## config.mk

```make
export PLATFORM = sky130hd
export DESIGN_NAME = mmio_controller
export DESIGN_NICKNAME = d
export VERILOG_FILES = /design/src/rtl/mmio_controller_pkg.sv /design/src/rtl/io_debouncer.sv /design/src/rtl/mmio_controller.sv
export SDC_FILE = /design/constraint.sdc
export NUM_CORES = 1
export LEC_CHECK = 0
export CAP_MARGIN = 20
export CORE_ASPECT_RATIO = 0.9
export CORE_MARGIN = 3
export CORE_UTILIZATION = 37
export CTS_BUF_LIST = sky130_fd_sc_hd__clkbuf_2 sky130_fd_sc_hd__clkbuf_4 sky130_fd_sc_hd__clkbuf_8
export DETAILED_ROUTE_END_ITERATION = 10
export PLACE_DENSITY = 0.6
export SLEW_MARGIN = 0
export SYNTH_ARGS = -nofsm -noshare
export SYNTH_HDL_FRONTEND = slang
export SYNTH_SLANG_ARGS = --single-unit
```

## constraint.sdc

```tcl
create_clock -name clk -period 2.9 [get_ports clk]
set_input_delay 0.725 -clock clk [delete_from_list [all_inputs] [get_ports clk]]
set_output_delay 0.725 -clock clk [all_outputs]
set_load 0.03 [all_outputs]
```

## src/rtl/mmio_controller_pkg.sv

```systemverilog
// Shared constants for the memory-mapped I/O controller: address map, window and field widths.
package mmio_controller_pkg;

  localparam int unsigned DBITS       = 32;
  localparam int unsigned HEX_W       = 16;
  localparam int unsigned LEDR_W      = 10;
  localparam int unsigned KEY_W       = 4;
  localparam int unsigned SW_W        = 10;
  localparam int unsigned DEBOUNCE_CYCLES_DEF = 16;

  localparam logic [3:0]       IO_WINDOW  = 4'hF;
  localparam logic [DBITS-1:0] ADDR_HEX   = 32'hF000_0000;
  localparam logic [DBITS-1:0] ADDR_LEDR  = 32'hF000_0004;
  localparam logic [DBITS-1:0] ADDR_KEY   = 32'hF000_0010;
  localparam logic [DBITS-1:0] ADDR_SW    = 32'hF000_0014;
  localparam logic [DBITS-1:0] ADDR_KSTAT = 32'hF000_0110;

endpackage

```

## src/rtl/io_debouncer.sv

```systemverilog
// Two-flop synchronizer plus per-bit saturating-mismatch counter; a bit's stable value
// only follows its synchronized input after DEBOUNCE_CYCLES consecutive mismatching cycles.
module io_debouncer #(
  parameter int unsigned WIDTH           = 4,
  parameter int unsigned DEBOUNCE_CYCLES = 16
) (
  input  logic             clk,
  input  logic             rst_n,
  input  logic [WIDTH-1:0] raw,
  output logic [WIDTH-1:0] stable,
  output logic [WIDTH-1:0] rise_c
);

  localparam int unsigned     CW       = $clog2(DEBOUNCE_CYCLES) + 1;
  localparam logic [CW-1:0]   CNT_LAST = CW'(DEBOUNCE_CYCLES - 1);

  logic [WIDTH-1:0] sync1;
  logic [WIDTH-1:0] sync2;
  logic [CW-1:0]    cnt [WIDTH];
  logic [WIDTH-1:0] accept_c;

  // accept_c marks the edge on which a bit's stable value will flip
  always_comb begin
    accept_c = '0;
    for (int i = 0; i < int'(WIDTH); i++) begin
      accept_c[i] = (sync2[i] != stable[i]) && (cnt[i] == CNT_LAST);
    end
  end

  assign rise_c = accept_c & sync2;

  always_ff @(posedge clk or negedge rst_n) begin
    if (!rst_n) begin
      sync1  <= '0;
      sync2  <= '0;
      stable <= '0;
      for (int i = 0; i < int'(WIDTH); i++) begin
        cnt[i] <= '0;
      end
    end else begin
      sync1 <= raw;
      sync2 <= sync1;
      for (int i = 0; i < int'(WIDTH); i++) begin
        if (sync2[i] == stable[i]) begin
          cnt[i] <= '0;
        end else if (accept_c[i]) begin
          stable[i] <= sync2[i];
          cnt[i]    <= '0;
        end else begin
          cnt[i] <= cnt[i] + CW'(1);
        end
      end
    end
  end

endmodule

```

## src/rtl/mmio_controller.sv

```systemverilog
// I/O window decoder beside data memory: HEX/LEDR output registers, debounced KEY/SW
// inputs and a sticky write-1-to-clear key-press status register.
module mmio_controller
  import mmio_controller_pkg::*;
#(
  parameter int unsigned DEBOUNCE_CYCLES = DEBOUNCE_CYCLES_DEF
) (
  input  logic              clk,
  input  logic              reset,
  input  logic [DBITS-1:0]  addr,
  input  logic              wr_en,
  input  logic [DBITS-1:0]  wr_data,
  output logic [DBITS-1:0]  rd_data,
  output logic              io_sel,
  input  logic [KEY_W-1:0]  key_n,
  input  logic [SW_W-1:0]   sw,
  output logic [HEX_W-1:0]  hex_out,
  output logic [LEDR_W-1:0] ledr_out,
  output logic              key_event
);

  logic [KEY_W-1:0] key_db;
  logic [KEY_W-1:0] key_rise_c;
  logic [SW_W-1:0]  sw_db;
  logic [SW_W-1:0]  sw_rise_unused;
  logic [KEY_W-1:0] kstat;
  logic [KEY_W-1:0] kstat_next_c;
  logic             hex_we_c;
  logic             ledr_we_c;
  logic             kstat_we_c;
  logic             unused_wr_bits;

  // Keys are inverted ahead of the synchronizer so that pressed reads as 1
  io_debouncer #(.WIDTH(KEY_W), .DEBOUNCE_CYCLES(DEBOUNCE_CYCLES)) u_key_db (
    .clk    (clk),
    .rst_n  (reset),
    .raw    (~key_n),
    .stable (key_db),
    .rise_c (key_rise_c)
  );

  io_debouncer #(.WIDTH(SW_W), .DEBOUNCE_CYCLES(DEBOUNCE_CYCLES)) u_sw_db (
    .clk    (clk),
    .rst_n  (reset),
    .raw    (sw),
    .stable (sw_db),
    .rise_c (sw_rise_unused)
  );

  assign unused_wr_bits = ^wr_data[DBITS-1:HEX_W];

  assign io_sel     = (addr[DBITS-1:DBITS-4] == IO_WINDOW);
  assign hex_we_c   = wr_en && (addr == ADDR_HEX);
  assign ledr_we_c  = wr_en && (addr == ADDR_LEDR);
  assign kstat_we_c = wr_en && (addr == ADDR_KSTAT);

  // A new press in the same cycle as a clear keeps the bit set
  always_comb begin
    kstat_next_c = kstat;
    if (kstat_we_c) begin
      kstat_next_c = kstat_next_c & ~wr_data[KEY_W-1:0];
    end
    kstat_next_c = kstat_next_c | key_rise_c;
  end

  always_comb begin
    rd_data = '0;
    if (io_sel) begin
      case (addr)
        ADDR_HEX:   rd_data = DBITS'(hex_out);
        ADDR_LEDR:  rd_data = DBITS'(ledr_out);
        ADDR_KEY:   rd_data = DBITS'(key_db);
        ADDR_SW:    rd_data = DBITS'(sw_db);
        ADDR_KSTAT: rd_data = DBITS'(kstat);
        default:    rd_data = '0;
      endcase
    end
  end

  always_ff @(posedge clk or negedge reset) begin
    if (!reset) begin
      hex_out   <= '0;
      ledr_out  <= '0;
      kstat     <= '0;
      key_event <= 1'b0;
    end else begin
      if (hex_we_c)  hex_out  <= wr_data[HEX_W-1:0];
      if (ledr_we_c) ledr_out <= wr_data[LEDR_W-1:0];
      kstat     <= kstat_next_c;
      key_event <= |kstat_next_c;
    end
  end

endmodule
```

-- After elaboration in Yosys (flattened, before gate mapping)
Index checks and enable logic that the tools add are counted.
- $add $sub $neg: 14
- equal/unequal tests: 48
- multiplexer cells: 31
- bitwise logic cells: 19
- reduce and logical (&&, ||, !) cells: 32
- operators by type and width (cell ; number):
    $eq 32x32->1 const B ; 5
    $mux 5 ; 28
    $pmux 16 s5 ; 1
    $add 5x1->5 const B ; 14
    $eq 5x4->1 const B ; 14
    $reduce_and 2->1 ; 14
    $logic_and 1x1->1 ; 17
    $mux 16 ; 1
    $eq 1x1->1 ; 14
    $ne 1x1->1 ; 14
    $not 1->1 ; 14
    $and 4x4->4 ; 2
    $not 4->4 ; 2
    $eq 4x4->1 const B ; 1
    $mux 4 ; 1
    $or 4x4->4 ; 1
    $reduce_or 4->1 ; 1
- flip-flop bits (word level): 143
- output and inout port bits: 60
- word-level logic and storage cells: 180

-- Longest topological paths before layout
Gate-level depths: netlist (run 1).
- word-level depth: 5
- gate-level depth with buffers: 7

-- Cells and area by module
Synthesis (run 1) repeated with hierarchy kept, for this count alone.
- cell total of the unflattened synthesis: 515
- area total of the unflattened synthesis: 6257.3 µm²
- modules (own cells, without submodules) (module ; instances ; cells each ; area an instance (µm²)):
    io_debouncer at u_sw_db ; 1 ; 241 ; 3128.0
    mmio_controller ; 1 ; 176 ; 1873.0
    io_debouncer at u_key_db ; 1 ; 98 ; 1256.2

-- Least setup slack after synthesis (run 1)
No wires, ideal clock.
- kind: input to output
- start: input addr[30]
- end: output rd_data[10]
- arrival: 2271 ps
- data required time: 2175 ps
- path slack: -96 ps
- stages on the path: 5
- path buffers: 0
- path through: and4_1 -> nand4_1 -> or2_2 -> nor3_1 -> and2_1
- word-level cells in the longest chain between the ends: 3
- elaborated cells between the ends (all ways): 8
- classes of those cells: eq/ne: 6; mux: 2
- RTL lines (what ; line ; RTL):
    from (decl) ; mmio_controller.sv:10 ; input logic [DBITS-1:0] addr,
    $eq 32x32->1 ; mmio_controller.sv:69 ; case (addr)
    $pmux 16 s5 ; mmio_controller.sv:69 ;
    $mux 16 * ; mmio_controller.sv:68 ; if (io_sel) begin
    to (decl) ; mmio_controller.sv:13 ; output logic [DBITS-1:0] rd_data,
Every way passes the cells marked *; elsewhere a longest branch is shown, timed or not.

-- Worst setup path in the final report (run 1)
- start: input addr[12]
- end: output rd_data[14]
- word-level cells in the longest chain between the ends: 3
- elaborated cells between the ends (all ways): 7
- classes of those cells: eq/ne: 5; mux: 2
- RTL lines (what ; line):
    $eq 32x32->1 ; mmio_controller.sv:69
    $pmux 16 s5 * ; mmio_controller.sv:69
    $mux 16 * ; mmio_controller.sv:68
Marked as above.

==> qor.txt, run 1 <==
Max_cap viols - 0
Drt drc - 0
Clk Latency, worst-skew pair - 0.43 ns
Final setup TNS - 0 ns
Max stage delay on crit path - 0.27 ns
Flops & latches, synth - 143
CTS tree - done
Critical path arrival - 2.10 ns
PD cells - 504.0 nW/um^2
Vias in the first global route - 4,355
Crit path launch type - input port
Synth area leaders - dfrtp_1, mux2_2, xor2_1
Seq/Total Area, Yosys - 59.76%
Most common cell on crit path - buf_6
Dpl hpwl - 9294 microns
Total Wirelength - 12,930 microns
Clock Path Buffers - 2
Root Driver - clkbuf_8
Top cell type's share of synthesized area - 59.76%
DR vias - 4,124
EDFF count, synth - 0
ANT nets after route - 0
Top post-synthesis cells by count - dfrtp_1, nor2_1, xor2_1, mux2_2, nand3_1
Critical Path End Type - output pin
CP cell instances - clkdlybuf4s15_1 -> nor4_1 -> nand2_1 -> or2_4 -> nor3_4 -> buf_6 -> and2_4 -> buf_6
Pre-antenna DRT Iters - 4
Design area - 8135 sq um
Starting Density - 38.25%
Final hold viol count - 0
Die Area - 17,750 sq um
Actual slew at the worst max-slew pin - 0.5598 ns
Worst Path Required - 2.17 ns
Drt wl/cell - 14.77 microns
Global route overflow - 0
H-tree levels - 4
Number of I/O pins - 141
Hold Path Class - in -> async
Die H - 126.7 microns
Peak supply drop - 0.0002872 V
Initial DRC Count - 192
Final hold slack - 0.2551 ns
Clk pin slew, worst setup/hold paths - 0.07 ns
Clk sinks - 143
Outcome - completed
Most frequent cell after synthesis - dfrtp_1
Global-route wire length before repair - 21,570 microns
Die width - 140.1 microns
Skew final - 0.006366 ns
Final layout net count - 755
Leakage - 4.053 nW
Final min period - 2.820 ns
# port buffers - 108
Slowest stage cell, crit path - nor4_1
Slew Limit Fails - 0
Final worst slack - 0.07967 ns
Crit share post-route - 97.25%
YS warnings - 0
Cell taking the most area after synthesis - dfrtp_1
DP Area - 7480 sq um
DP Worst Slack - -0.4118 ns
Fraction of registers with async set/reset - 100.0%
N_diodes - 0
Syn Area/Cell - 11.91 sq um
Global placement routability congestion - 0.7576
Num CTS Buffers - 17
Ys flop type - dfrtp_1
Delay-heaviest family, CP - simple AND/OR/NAND/NOR gates
Area Growth Syn to Fin - 35.85%
Via-to-Cell Ratio - 4.713
Share of cells above drive strength 1 - 27.19%
CP Class - in -> out
Core Area - 15,660 sq um
Pin count of the biggest net entering global routing - 62
Mapped Cells - 503
Final Setup Violations - 0
Synth unique cells - 33
CP Max Fanout - 6
Initial antenna violation count - 0
Slew HR - 62.68%
Synth Cell Area - 5988 sq um
GRT Total Usage - 15.38%
WP buf/inv - 3
Num rows - 43
Fmax - 354.6 MHz
-- worst paths after layout --
kind,depth (start not counted),end,startpoint,slack [ns]
worst max-delay path,8,rd_data[14],addr[12],0.08
worst min-delay path,1,hex_out[10],reset,0.26
worst max register to register,6,key_event,u_key_db.cnt[15],0.89
worst min register to register,0,u_sw_db.sync2[2],u_sw_db.sync1[2],0.35
max in group asynchronous,2,ledr_out[8],reset,1.83
min in group clk,0,u_sw_db.sync2[2],u_sw_db.sync1[2],0.35
-- power by group --
| group | leakage (nW) | total (mW) | switching, mW | internal (mW) |
|---|---|---|---|---|
| clock network | 0.231 | 1.71 | 0.695 | 1.01 |
| registers | 1.87 | 2.11 | 0.0453 | 2.06 |
| logic | 1.95 | 0.285 | 0.155 | 0.130 |
-- cells by family (layout without fill, tap and decap cells) --
kind of cell | count (synthesis) | in the layout | synth area share, %
and+or+nand+nor | 179 | 179 | 15.48
DFF | 143 | 143 | 59.76
AOI/OAI and AO/OA | 43 | 43 | 4.388
xor gates and xnor gates | 42 | 42 | 6.143
buffers and inverters | 41 | 196 | 3.719
muxes | 40 | 40 | 7.522
adders and majority gates | 14 | 14 | 2.925
other | 1 | 16 | 0.06262
-- routing by layer --
metal | vias to the layer above | track usage [%] | part of all wire [%]
met5 | - | 0 | 0
met4 | 0 | 4.672 | 0.76
met3 | 7 | 5.051 | 5.4
met2 | 106 | 25.06 | 50
met1 | 2020 | 19.67 | 44
li1 | 1991 | - | -
-- registers in the layout, indices dropped and copies added (netlist names), 10 cells and up --
name            cells
u_sw_db.sync2      10
u_key_db.cnt       20
u_sw_db.sync1      10
u_sw_db.cnt        50
hex_out            16
ledr_out           10
u_sw_db.stable     10
-- per-stage QoR --
stage | utilization, % | cells | total power [mW]
2_1_floorplan | - | 518 | 2.273
3_3_place_gp | 47.77 | 832 | 2.420
3_5_place_dp | 47.77 | 832 | 2.436
4_1_cts | 51.84 | 875 | 4.155
5_1_grt | 51.96 | 875 | 4.293
6_report | 51.96 | 875 | 4.100
-- placed cells by master, fill, tap and decap left out, types with 3 or more instances in the layout --
cell type and n:
nor2_2 6, a21oi_1 7, clkdlybuf4s15_1 8, ha_1 14, nor2_1 64, clkbuf_8 22
xor2_1 42, nand3_1 32, and2_4 6, clkbuf_4 5, clkdlybuf4s50_1 58, inv_1 18
and2_1 21, buf_6 15, buf_12 7, dfrtp_1 143, clkbuf_2 11, mux2_2 38
conb_1 16, a221oi_2 3, o21ai_0 20, buf_4 36, buf_2 6, dlygate4sd2_1 3
a22oi_1 10, nand2_1 6, bufinv_16 3, and3_1 16, nor4_2 3
-- what timing repair did --
item                       CTS  global route
hold buffers                 0             0
setup endpoints to repair   16            43
pin swaps                   21            20
resized for setup           93            49
gates cloned                 2             0
buffers inserted            10             1
-- worst register-to-register path, stage by stage, from the launching register on --
cell       delay, ns
dfrtp_1         0.37
ha_1            0.20
nand3_1         0.13
or4b_2          0.65
nand3_1         0.11
a2bb2oi_1       0.30
or4_1           0.19
-- layout make-up --
class / count / area, sq um
clock buffer: 27 / 340.3
clock inverter: 5 / 100.1
fill: 1320 / 7521
inverter: 18 / 67.56
multi-input combinational: 334 / 2407
sequential: 143 / 3578
tap: 202 / 252.7
timing repair buffer: 146 / 1389
(Power assumes the default switching activity.)
==> run 2: changes to the inputs <==
==> constraint.sdc (replaced) <==
create_clock -name clk -period 3.1 [get_ports clk]
set_input_delay 0.775 -clock clk [delete_from_list [all_inputs] [get_ports clk]]
set_output_delay 0.775 -clock clk [all_outputs]
set_load 0.03 [all_outputs]
==> run 2 against run 1 <==
  * Global-route usage shrank 0.19 points
  * Critical endpoint is now rd_data[15]
  * Total power shrank 12%
  * Clock skew shrank 0.00056 ns
  * Final cell count shrank 0.80%
  * Register-to-register slack gained 0.34 ns
  * Sequential cell count is the same
  * Clock power shrank 20%
==> qor.txt, run 2 (same netlist as run 1, synthesis figures left out) <==
Met2 wire len - 5952 microns
CP Class - in -> out
Fmax - 331.9 MHz
Leakage - 3.989 nW
Actual slew at the worst max-slew pin - 0.6532 ns
Design area - 7969 sq um
Critical Path End Type - output pin
Final min period - 3.013 ns
Clk Latency, worst-skew pair - 0.43 ns
Area Growth Syn to Fin - 33.08%
Post-route core utilization - 50.90%
Slowest stage cell, crit path - or2_4
Worst Path Required - 2.32 ns
Final hold viol count - 0
Register area - 3578 sq um
Multi-input logic area - 2338 sq um
Die H - 126.7 microns
Outcome - completed
Share of cells above drive strength 1 - 22.82%
Starting Density - 38.25%
Die Area - 17,750 sq um
Slew Limit Fails - 0
# port buffers - 108
H-tree levels - 4
Dpl hpwl - 9460 microns
Number of I/O pins - 141
Most common cell after layout, fill and taps aside - dfrtp_1
ANT nets after route - 0
Critical path arrival - 2.24 ns
Num rows - 43
Clk pin slew, worst setup/hold paths - 0.07 ns
Clock Path Buffers - 2
CP Max Fanout - 6
Global route overflow - 0
Commonest cells after routing, fill and taps aside - dfrtp_1, nor2_1, clkdlybuf4s50_1
CTS tree - done
Peak supply drop - 0.0002743 V
DR vias - 4,128
Total Wirelength - 12,900 microns
Slew HR - 56.45%
Final setup TNS - 0 ns
Drt drc - 0
# placed instances - 831
Drt wl/cell - 14.86 microns
Via-to-Cell Ratio - 4.756
Global placement routability congestion - 0.7400
Vias in the first global route - 4,402
Num CTS Buffers - 17
Max stage delay on crit path - 0.30 ns
Final layout net count - 749
Skew final - 0.005802 ns
PD cells - 452.9 nW/um^2
Pin count of the biggest net entering global routing - 72
Max reg flops - 50
Final Setup Violations - 0
Initial antenna violation count - 0
DP Area - 7448 sq um
Root Driver - clkbuf_8
Clk sinks - 143
Crit share post-route - 97.21%
Core Area - 15,660 sq um
Final std cells w/o fill - 868
Top sig layer - met4
Global-route wire length before repair - 21,340 microns
Cts hold-fix bufs - 0
Crit path launch type - input port
Max_cap viols - 0
Hold Path Class - in -> async
Die width - 140.1 microns
Wire length on met3 - 799 microns
Reg with most FFs - u_sw_db.cnt
GRT Total Usage - 15.19%
N_diodes - 0
CP cell instances - dlygate4sd2_1 -> nor3_1 -> nand4_1 -> or2_4 -> nor3_4 -> buf_6 -> and2_4 -> buf_6
Largest registers - u_sw_db.cnt x50, u_key_db.cnt x20, hex_out x16
Most common cell on crit path - buf_6
Initial DRC Count - 213
Fillers - 1,365
Pre-antenna DRT Iters - 4
Met1 Wirelength - 5932 microns
[run 2: cell type report]
type                            instances  share of cell area, %
Clock inverter                          4                 0.3140
Multi-Input combinational cell        334                  29.35
Tap cell                              202                  3.172
Timing Repair Buffer                  140                  16.99
Inverter                               18                 0.8479
Sequential cell                       143                  44.90
Clock buffer                           27                  4.428
[run 2: report_power, final]
group	total (mW)	switching [mW]	leakage [nW]	internal, mW
clock	1.37	0.647	0.194	0.724
sequential	1.97	0.0427	1.87	1.93
combinational	0.267	0.144	1.92	0.123
[run 2: worst max-delay path, delay by kind of cell]
| kind | cells | cell delay (ns) |
|---|---|---|
| buf+inv | 3 | 0.50 |
| simple gates | 5 | 0.96 |
[run 2: worst paths after layout]
check | from | endpoint | slack, ns | cells after the start
max in group asynchronous | reset | u_sw_db.cnt[10] | 1.94 | 2
setup reg to reg | u_key_db.cnt[15] | key_event | 1.23 | 6
setup / recovery | addr[24] | rd_data[15] | 0.09 | 8
hold reg to reg | u_key_db.sync1[1] | u_key_db.sync2[1] | 0.35 | 0
hold / removal | reset | hex_out[10] | 0.33 | 1
min in group clk | u_key_db.sync1[1] | u_key_db.sync2[1] | 0.35 | 0
[run 2: per-stage QoR]
step	power, mW	setup WS (ns)	hold slack, ns
after floorplan	2.126	0.003944	0.3312
after global placement	2.267	-0.4165	0.3338
after detailed placement	2.282	-0.4326	0.3347
after CTS	3.659	0.0007232	0.3463
after global routing	3.792	-0.01667	0.3497
final	3.609	0.08659	0.3257
[run 2: timing repair]
action,4_1_cts,5_1_grt
gates resized for setup,59,26
cloned,0,1
endpoints found under the setup margin,16,16
setup buffers,2,4
pin swaps,15,11
hold endpoints to repair,0,0
[run 2: layer usage]
| layer | up-vias | global-route usage (%) |
|---|---|---|
| met2 | 127 | 23.48 |
| met5 | - | 0 |
| met3 | 18 | 5.579 |
| met1 | 1998 | 19.80 |
| met4 | 0 | 5.413 |
| li1 | 1985 | - |
